## src/rtl/pipe_mem_access_pkg.sv

```systemverilog
// Shared definitions for the MEM-stage data-memory access unit.
// Holds the mem-op encodings, FSM state encoding, byte-enable and
// load-extension constants, plus small decode helpers used by the top
// and by the load-extension sub-module.
package pipe_mem_access_pkg;

  typedef enum logic [3:0] {
    OP_NONE = 4'd0,
    OP_LB   = 4'd1,
    OP_LBU  = 4'd2,
    OP_LH   = 4'd3,
    OP_LHU  = 4'd4,
    OP_LW   = 4'd5,
    OP_SB   = 4'd6,
    OP_SH   = 4'd7,
    OP_SW   = 4'd8
  } mem_op_e;

  typedef enum logic [1:0] {
    ST_IDLE = 2'd0,
    ST_BUSY = 2'd1,
    ST_DONE = 2'd2
  } state_e;

  typedef enum logic [2:0] {
    EXT_SB = 3'd0,  // sign-extend byte
    EXT_ZB = 3'd1,  // zero-extend byte
    EXT_SH = 3'd2,  // sign-extend half
    EXT_ZH = 3'd3,  // zero-extend half
    EXT_W  = 3'd4   // full word
  } ext_mode_e;

  localparam logic [3:0] BE_BYTE = 4'b0001;
  localparam logic [3:0] BE_HALF = 4'b0011;
  localparam logic [3:0] BE_WORD = 4'b1111;

  localparam logic [1:0] SZ_B = 2'd0;
  localparam logic [1:0] SZ_H = 2'd1;
  localparam logic [1:0] SZ_W = 2'd2;

  function automatic logic op_is_load(input logic [3:0] op);
    return (op >= OP_LB) && (op <= OP_LW);
  endfunction

  function automatic logic op_is_store(input logic [3:0] op);
    return (op >= OP_SB) && (op <= OP_SW);
  endfunction

  function automatic logic [1:0] op_size(input logic [3:0] op);
    case (op)
      OP_LB, OP_LBU, OP_SB: return SZ_B;
      OP_LH, OP_LHU, OP_SH: return SZ_H;
      default:              return SZ_W;
    endcase
  endfunction

  function automatic ext_mode_e ext_mode(input logic [3:0] op);
    case (op)
      OP_LB:   return EXT_SB;
      OP_LBU:  return EXT_ZB;
      OP_LH:   return EXT_SH;
      OP_LHU:  return EXT_ZH;
      default: return EXT_W;
    endcase
  endfunction

  // Enables are placed in the addressed lane; halves only ever sit at lane 0 or 2.
  function automatic logic [3:0] byte_en(input logic [1:0] sz, input logic [1:0] a);
    case (sz)
      SZ_B:    return BE_BYTE << a;
      SZ_H:    return BE_HALF << {a[1], 1'b0};
      default: return BE_WORD;
    endcase
  endfunction

endpackage

```

## src/rtl/pipe_mem_access_ext.sv

```systemverilog
// mem_load_ext: combinational little-endian lane select and sign/zero
// extension of a bus read word.
//   rdata  [31:0] raw word from the bus
//   addr   [1:0]  byte offset within the word
//   mem_op [3:0]  access type (selects width and signedness)
//   result [31:0] extended load value
module mem_load_ext
  import pipe_mem_access_pkg::*;
(
  input  logic [31:0] rdata,
  input  logic [1:0]  addr,
  input  logic [3:0]  mem_op,
  output logic [31:0] result
);

  logic [7:0]  b;
  logic [15:0] h;

  always_comb begin
    b = rdata[{addr, 3'b000} +: 8];
    h = addr[1] ? rdata[31:16] : rdata[15:0];
    case (ext_mode(mem_op))
      EXT_SB:  result = {{24{b[7]}}, b};
      EXT_ZB:  result = {24'd0, b};
      EXT_SH:  result = {{16{h[15]}}, h};
      EXT_ZH:  result = {16'd0, h};
      default: result = rdata;
    endcase
  end

endmodule

```

## src/rtl/pipe_mem_access.sv

```systemverilog
// pipe_mem_access: MEM-stage data-memory access unit.
// Issues one load/store at a time on a req/ack data bus, stalls the
// upstream pipeline while the access is outstanding, and hands extended
// load data plus writeback controls to MEM/WB.
// Ports:
//   in_clk, in_rst                 clock, async active-high reset
//   in_mem_op/alu_result/store_data/rd_*   EX/MEM fields
//   out_bus_req/we/addr/be/wdata   registered bus request
//   in_bus_ack, in_bus_rdata       bus completion strobe and read word
//   out_stall, out_misalign        combinational hazard / fault flags
//   out_rd_*, out_alu_result       MEM/WB controls
//   out_dmem_data                  registered extended load data
module pipe_mem_access
  import pipe_mem_access_pkg::*;
(
  input  logic        in_clk,
  input  logic        in_rst,
  input  logic [3:0]  in_mem_op,
  input  logic [31:0] in_alu_result,
  input  logic [31:0] in_store_data,
  input  logic [4:0]  in_rd_waddr,
  input  logic        in_rd_sel,
  input  logic        in_rd_wena,
  output logic        out_bus_req,
  output logic        out_bus_we,
  output logic [31:0] out_bus_addr,
  output logic [3:0]  out_bus_be,
  output logic [31:0] out_bus_wdata,
  input  logic        in_bus_ack,
  input  logic [31:0] in_bus_rdata,
  output logic        out_stall,
  output logic        out_misalign,
  output logic [4:0]  out_rd_waddr,
  output logic        out_rd_sel,
  output logic [31:0] out_alu_result,
  output logic        out_rd_wena,
  output logic [31:0] out_dmem_data
);

  state_e      state;
  logic        is_load, is_store, is_mem;
  logic [1:0]  sz, a;
  logic [31:0] ext_data, wdata_rep;

  assign a        = in_alu_result[1:0];
  assign is_load  = op_is_load(in_mem_op);
  assign is_store = op_is_store(in_mem_op);
  assign is_mem   = is_load | is_store;
  assign sz       = op_size(in_mem_op);

  assign out_misalign = is_mem && (((sz == SZ_H) && a[0]) || ((sz == SZ_W) && (a != 2'd0)));

  // EX/MEM is frozen while BUSY, so the live inputs still describe the access.
  assign out_stall = ((state == ST_IDLE) && is_mem && !out_misalign) || (state == ST_BUSY);

  assign out_rd_waddr   = in_rd_waddr;
  assign out_rd_sel     = in_rd_sel;
  assign out_alu_result = in_alu_result;
  assign out_rd_wena    = in_rd_wena & ~out_stall & ~out_misalign;

  always_comb begin
    case (sz)
      SZ_B:    wdata_rep = {4{in_store_data[7:0]}};
      SZ_H:    wdata_rep = {2{in_store_data[15:0]}};
      default: wdata_rep = in_store_data;
    endcase
  end

  mem_load_ext u_ext (
    .rdata  (in_bus_rdata),
    .addr   (a),
    .mem_op (in_mem_op),
    .result (ext_data)
  );

  always_ff @(posedge in_clk or posedge in_rst) begin
    if (in_rst) begin
      state         <= ST_IDLE;
      out_bus_req   <= 1'b0;
      out_bus_we    <= 1'b0;
      out_bus_addr  <= 32'd0;
      out_bus_be    <= 4'd0;
      out_bus_wdata <= 32'd0;
      out_dmem_data <= 32'd0;
    end else begin
      case (state)
        ST_IDLE: begin
          if (is_mem && !out_misalign) begin
            out_bus_req   <= 1'b1;
            out_bus_we    <= is_store;
            out_bus_addr  <= {in_alu_result[31:2], 2'b00};
            out_bus_be    <= byte_en(sz, a);
            out_bus_wdata <= wdata_rep;
            state         <= ST_BUSY;
          end
        end
        ST_BUSY: begin
          if (in_bus_ack) begin
            out_bus_req <= 1'b0;
            if (is_load) out_dmem_data <= ext_data;
            state <= ST_DONE;
          end
        end
        default: state <= ST_IDLE;
      endcase
    end
  end

endmodule
```

## config.mk

```make
export PLATFORM = sky130hd
export DESIGN_NAME = pipe_mem_access
export DESIGN_NICKNAME = d
export VERILOG_FILES = /design/src/rtl/pipe_mem_access_pkg.sv /design/src/rtl/pipe_mem_access_ext.sv /design/src/rtl/pipe_mem_access.sv
export SDC_FILE = /design/constraint.sdc
export NUM_CORES = 1
export LEC_CHECK = 0
export BUFFER_PORTS_ARGS = -buffer_cell sky130_fd_sc_hd__clkbuf_2
export CAP_MARGIN = 15
export CORE_ASPECT_RATIO = 1.75
export CORE_UTILIZATION = 25
export DETAILED_ROUTE_END_ITERATION = 10
export PLACE_DENSITY = 0.47
export SLEW_MARGIN = 0
export SYNTH_ARGS = -nofsm -noshare
export SYNTH_HDL_FRONTEND = slang
export SYNTH_SLANG_ARGS = --single-unit
export TNS_END_PERCENT = 10
```

## constraint.sdc

```tcl
create_clock -name in_clk -period 8.4 [get_ports in_clk]
set_input_delay 0.84 -clock in_clk [delete_from_list [all_inputs] [get_ports in_clk]]
set_output_delay 0.84 -clock in_clk [all_outputs]
set_load 0.02 [all_outputs]
```

; Word level (Yosys, flattened, before mapping)
; Cells that the tools add are included.
; W data, S select, Z words.
[classes]
bitwise_logic = 5
eq_ne = 14
order_cmp = 4
reduce_logical = 22
n_shift = 3
muxes = 12
[op_table]
columns = op, count
row1 = $pmux W32 S4, 1
row2 = $pmux W32 S2, 1
row3 = $shiftx A32 B6 Y8, 1
row4 = $mux W16, 1
row5 = $eq A4 B3 Y1 const B, 3
row6 = $pmux W3 S4, 1
row7 = $eq A4 B2 Y1 const B, 2
row8 = $logic_and A1 B1 Y1, 8
row9 = $pmux W2 S2, 2
row10 = $pmux W4 S2, 1
row11 = $eq A3 B2 Y1 const B, 2
row12 = $reduce_and A3 Y1, 2
row13 = $reduce_or A3 Y1, 2
row14 = $eq A2 B1 Y1 const B, 2
row15 = $eq A4 B1 Y1 const B, 1
row16 = $ge A4 B1 Y1 const B, 1
row17 = $ge A4 B3 Y1 const B, 1
row18 = $le A4 B3 Y1 const B, 1
row19 = $le A4 B4 Y1 const B, 1
row20 = $logic_not A2 Y1, 2
row21 = $mux W2, 2
row22 = $reduce_and A2 Y1, 2
row23 = $reduce_bool A2 Y1, 2
row24 = $shl A1 B2 Y4 const A, 1
row25 = 13 further kinds, 17
[word_totals]
wordCells = 67
ff_bits = 102

; Logic depth before layout (Yosys ltp)
[logic_depth]
word_depth = 13
mapped_depth = 8
depth_no_buf = 5

; Cells and area by module
; From an unflattened synthesis, not the netlist that was laid out.
[hier_totals]
cells_unflattened = 496
area_unflattened_um2 = 5626.6
[by_module_without_submodules]
columns = mod, n_inst, seq_area_each_um2, area_each_um2, cells_per_inst
row1 = pipe_mem_access, 1, 2552.4, 4803.4, 375
row2 = mem_load_ext, 1, 0.0, 823.3, 121

; Worst setup path before layout
; Ideal clock, no wire load.
[synth_path]
kind = input port to output port
startpoint = input in_mem_op[1]
endpoint = output out_rd_wena
path_slack_ns = 4.528
stages = 6
t_arrival_ns = 3.032
n_path_buf = 1
cell_sequence = buf_2 nor3_2 mux2i_1 a31oi_4 or2_2 nor3b_1
[synth_between]
elab_chain_cells = 13
elab_cells_between_ends = 30
classes_between = 4 x order compare / 8 x eq/ne / 1 x mux / 5 x bitwise / 12 x reduce/logical
[synth_rtl]
columns = element, line
row1 = from (decl), pipe_mem_access.sv:18  ; input logic [3:0] in_mem_op,
row2 = $eq A4 B3 Y1 (tied with other cells), pipe_mem_access_pkg.sv:50  ; case (op)
row3 = $reduce_or A3 Y1, pipe_mem_access_pkg.sv:50
row4 = $pmux W2 S2, pipe_mem_access_pkg.sv:50
row5 = $eq A2 B1 Y1 or $eq A2 B2 Y1 (tied branches), pipe_mem_access.sv:51  ; assign out_misalign = is_mem && (((sz == SZ_H) && a[0]) || ((sz == SZ_W) && (a != 2'd0)));
row6 = $logic_and A1 B1 Y1, pipe_mem_access.sv:51
row7 = $logic_or A1 B1 Y1, pipe_mem_access.sv:51
row8 = $logic_and A1 B1 Y1, pipe_mem_access.sv:51
row9 = $logic_not A1 Y1, pipe_mem_access.sv:54  ; assign out_stall = ((state == ST_IDLE) && is_mem && !out_misalign) || (state == ST_BUSY);
row10 = $logic_and A1 B1 Y1 *, pipe_mem_access.sv:54
row11 = $logic_or A1 B1 Y1 *, pipe_mem_access.sv:54
row12 = net out_stall, pipe_mem_access.sv:31  ; output logic out_stall,
row13 = $not A1 Y1 *, pipe_mem_access.sv:59  ; assign out_rd_wena = in_rd_wena & ~out_stall & ~out_misalign;
row14 = $and A1 B1 Y1 * (2 in series), pipe_mem_access.sv:59
row15 = to (decl), pipe_mem_access.sv:36  ; output logic out_rd_wena,
; Mark *: on every way through the listed nets, which the timed path passes. The rest lies on a longest branch.

; Worst setup path after layout
[layout_path]
startpoint = input in_mem_op[1]
endpoint = output out_rd_wena
[layout_between]
elab_chain_cells = 13
elab_cells_between_ends = 30
classes_between = 4 x order compare / 8 x eq/ne / 1 x mux / 5 x bitwise / 12 x reduce/logical
[layout_rtl]
columns = element, line
row1 = $eq A4 B3 Y1 (tied with other cells), pipe_mem_access_pkg.sv:50
row2 = $reduce_or A3 Y1, pipe_mem_access_pkg.sv:50
row3 = $pmux W2 S2, pipe_mem_access_pkg.sv:50
row4 = $eq A2 B1 Y1 or $eq A2 B2 Y1 (tied branches), pipe_mem_access.sv:51
row5 = $logic_and A1 B1 Y1, pipe_mem_access.sv:51
row6 = $logic_or A1 B1 Y1, pipe_mem_access.sv:51
row7 = $logic_and A1 B1 Y1, pipe_mem_access.sv:51
row8 = $logic_not A1 Y1, pipe_mem_access.sv:54
row9 = $logic_and A1 B1 Y1, pipe_mem_access.sv:54
row10 = $logic_or A1 B1 Y1, pipe_mem_access.sv:54
row11 = $not A1 Y1, pipe_mem_access.sv:59
row12 = $and A1 B1 Y1, pipe_mem_access.sv:59
row13 = $and A1 B1 Y1 *, pipe_mem_access.sv:59
; Every way passes the cells marked *; elsewhere a longest branch is shown, timed or not.

==> results.md <==
* Setup crit end: out_rd_wena
* CP peak stage delay at 0.84 ns
* Crit path cell chain: clkbuf_2 > nor3_2 > mux2i_1 > a31oi_4 > or2_2 > nor3b_1 > clkbuf_2
* CP Launch Type: input port
* Switch Pwr at about 0.87 mW
* H-tree depth at 3
* Worst Tran Pin Value at between 1 and 1.5 ns
* Combinational fraction of design power at 40.4%
* Yosys warns at 0
* Worst-Skew Late Latency at about 0.35 ns
* Leakage at between 3 and 4 nW
* Die height at 192 um
* Count of cell types in the netlist at 48
* WL/cell at between 15 and 20 um
* Post-CTS Hold Fix Bufs at 0
* Crit Path Max Fanout at 17
* Asr flop ratio synth at 100%
* Antenna cell count at 0
* Post-CTS Resized at 0
* Critical Path AT at 3.13 ns
* Number of flops mapped to enable cells by yosys at 0
* CP endpoint kind: output port
* Synthesized area at a little over 5000 um2
* Slew headroom at a little under a fifth
* Max Clk Rate at around 0.25 GHz
* Hold Crit Class: reg2reg
* Total core area at 20,200 um2
* Fill cells at 2,161
* Vias/cell at 4.74
* I/O Buffers at 238
* Tmin final at around 4 ns
* Total number of vias at approximately 4,400
* Die width at between 100 and 150 um
* Sequential power share at between 30% and 40%
* Fin. Hold Viols at 0
* Clock power share at a little over a fifth
* Initial core utilization at approximately a quarter
* All-layer global routing usage at ~15%
* 1st-pass router iterations at 4
* DRC violations left at 0
* Io pins at around 250
* Final setup violation count at 0
* Nets at around 800
* Period utilization at a little under half
* CTS tree: yes
* Yosys reg bits at 102
* Critical R2R Capture: out_bus_wdata[3]
* Critical Path Source: in_mem_op[1]
* 1st-iter DRT viols at 157
* Antenna Nets Post-Route at 0
* Antenna violations before repair at 0
* Die ar. at 21,200 um2
* Cells after synthesis at approximately 500
* CTS sink count at approximately 100
* GP Congestion at between 0.7 and 0.8
* Cts bufs inserted at 9
* RSZ-0062 raised after global routing: false
* Max-Cap Viols at 0
* R2R Path Start: state[0]
* Cell Pwr Density at between 300 and 400 nW/um2
* Main synth FF type: dfrtp_1
* Final Instance Area at 6550 um2
* Internal Power at between 1 and 1.5 mW
* Worst setup path class: in2out
* Seq/Total Area, Yosys at 49.6%
* Largest net degree at the start of global routing at 91
* P&R area growth vs syn at 27.3%
* Gr ovfl total at 0
* Max VDD drop at 0.146 mV
* Layout cell share with drive strength beyond 1 at 46.8%
* Placed wire-length estimate at 12,300 um
* First-pass GRT wire length at 24,700 um
* Routed wire length at approximately 16,000 um
* Reg2Reg Setup Slack at a little under 6 ns
* Crit path required time at between 7 and 8 ns
* Net Sw Frac at 40.1%
* Setup Fix Bufs, Post-CTS at 0
* Setup TNS Final at 0 ns
* Dpl cell area at around 6200 um2
* Clk slew on worst S/H paths at 0.07 ns
* Hold_sp: out_bus_req
* Final Skew at about 0.0048 ns
* FF-to-FF path depth at 5
* WHS at between 0.4 and 0.5 ns
* Slew Limit Fails at 0
* Clock root buffer: clkbuf_16
* Slowest CP cell: mux2i_1
* Critical Path Most Common Cell: clkbuf_2
* Row count at 69
* Outcome: complete, no violations
* Number of global-route vias before repair at approximately 4,600
* Avg Inst Size Synth at between 10 and 15 um2
* Clock buffer depth at 2
==> cells in the mapped netlist (2+ instances only) <==
master	count	area, um2
mux2_2	51	574
o21ai_0	30	150
o22ai_1	9	56.3
nor2_1	50	188
a211oi_1	2	15.0
nor2b_1	9	56.3
a2bb2oi_1	2	17.5
nor3b_1	2	15.0
buf_6	4	45.0
buf_4	45	338
buf_2	7	35.0
a21o_1	2	15.0
nor3_1	2	10.0
and2_1	9	56.3
clkbuf_1	17	63.8
a31oi_1	4	25.0
o22a_1	2	17.5
dfrtp_1	102	2550
mux2i_1	10	100
a21oi_1	52	260
nand2_1	38	143
a221oi_1	16	140
inv_1	7	26.3
o21a_1	2	15.0
==> state kept, by name, summed over array words and instances (netlist names) <==
signal	count
out_bus_wdata	32
out_dmem_data	32
out_bus_addr	30
out_bus_be	4
state	2
out_bus_req	1
out_bus_we	1
==> worst max-delay path: cells and delay by family <==
family / cells / cell delay, ns
AND/OR/NAND/NOR: 3 / 1.01
multiplexers: 1 / 0.84
buffers and inverters: 2 / 0.40
AO/OA/AOI/OAI: 1 / 0.02
==> kinds of logic after synthesis <==
| logic type | after synthesis | share of synthesized area [%] |
|---|---|---|
| other | 1 | 0.0729 |
| muxes | 63 | 13.8 |
| DFF | 102 | 49.6 |
| buffers and inverters | 81 | 9.95 |
| and+or+nand+nor | 120 | 10.7 |
| xor gates and xnor gates | 1 | 0.170 |
| AOI/OAI and AO/OA | 130 | 15.6 |
==> how the worst min path moves through the flow <==
stage | endpoint | slack [ns] | cells after the start
floorplan | out_dmem_data[0] | 0.59 | 2
global placement | out_dmem_data[6] | 0.47 | 2
detailed placement | out_bus_req | 0.47 | 1
CTS | out_bus_req | 0.49 | 1
global route | out_dmem_data[15] | 0.51 | 2
finish | out_bus_req | 0.48 | 1
==> layer usage <==
metal  track usage (%)  routed length [um]  vias to the layer above
met5                 0                   0                        -
met2              27.7                8430                      214
met4              6.72                 365                        0
li1                  -                   -                     2077
met3              4.39                1170                       17
met1              16.2                6150                     2114
==> layout by cell type, fill, tap and decap left out, drive strengths merged, types with 3 or more instances in the layout <==
cell type,instances
nand2,38
clkbuf,249
nor3,3
inv,8
a31oi,5
o22ai,9
a21oi,52
mux2,52
nor2,50
o21ai,31
and2,9
a221oi,16
nor2b,9
mux2i,10
dfrtp,102
buf,5
==> stage by stage <==
stage / instances / util (%) / total power [mW] / setup WS [ns]
6_report: 932 / 32.4 / 2.16 / 4.43
5_1_grt: 932 / 32.4 / 2.30 / 4.24
4_1_cts: 932 / 32.4 / 2.20 / 4.43
3_5_place_dp: 916 / 30.8 / 1.72 / 4.42
3_3_place_gp: 916 / 30.8 / 1.70 / 4.48
2_1_floorplan: 499 / - / 1.38 / 4.53
==> area by class of cell <==
type / count / area (um2) / area share, %
Clock buffer: 11 / 253 / 3.86
Clock inverter: 5 / 78.8 / 1.20
Inverter: 7 / 28.8 / 0.440
Multi-Input combinational cell: 316 / 2090 / 32.0
Sequential cell: 102 / 2550 / 39.0
Tap cell: 248 / 310 / 4.74
Timing Repair Buffer: 243 / 1230 / 18.8
==> power by group through the flow <==
stage | Combinational [mW] | Sequential, mW | Clock [mW]
final | 0.873 | 0.821 | 0.465
after CTS | 0.890 | 0.826 | 0.484
after detailed placement | 0.890 | 0.831 | 0
after global routing | 0.943 | 0.851 | 0.504
after floorplan | 0.298 | 1.08 | 0
after global placement | 0.878 | 0.824 | 0
Note: power is estimated with default switching activity, not from simulation.
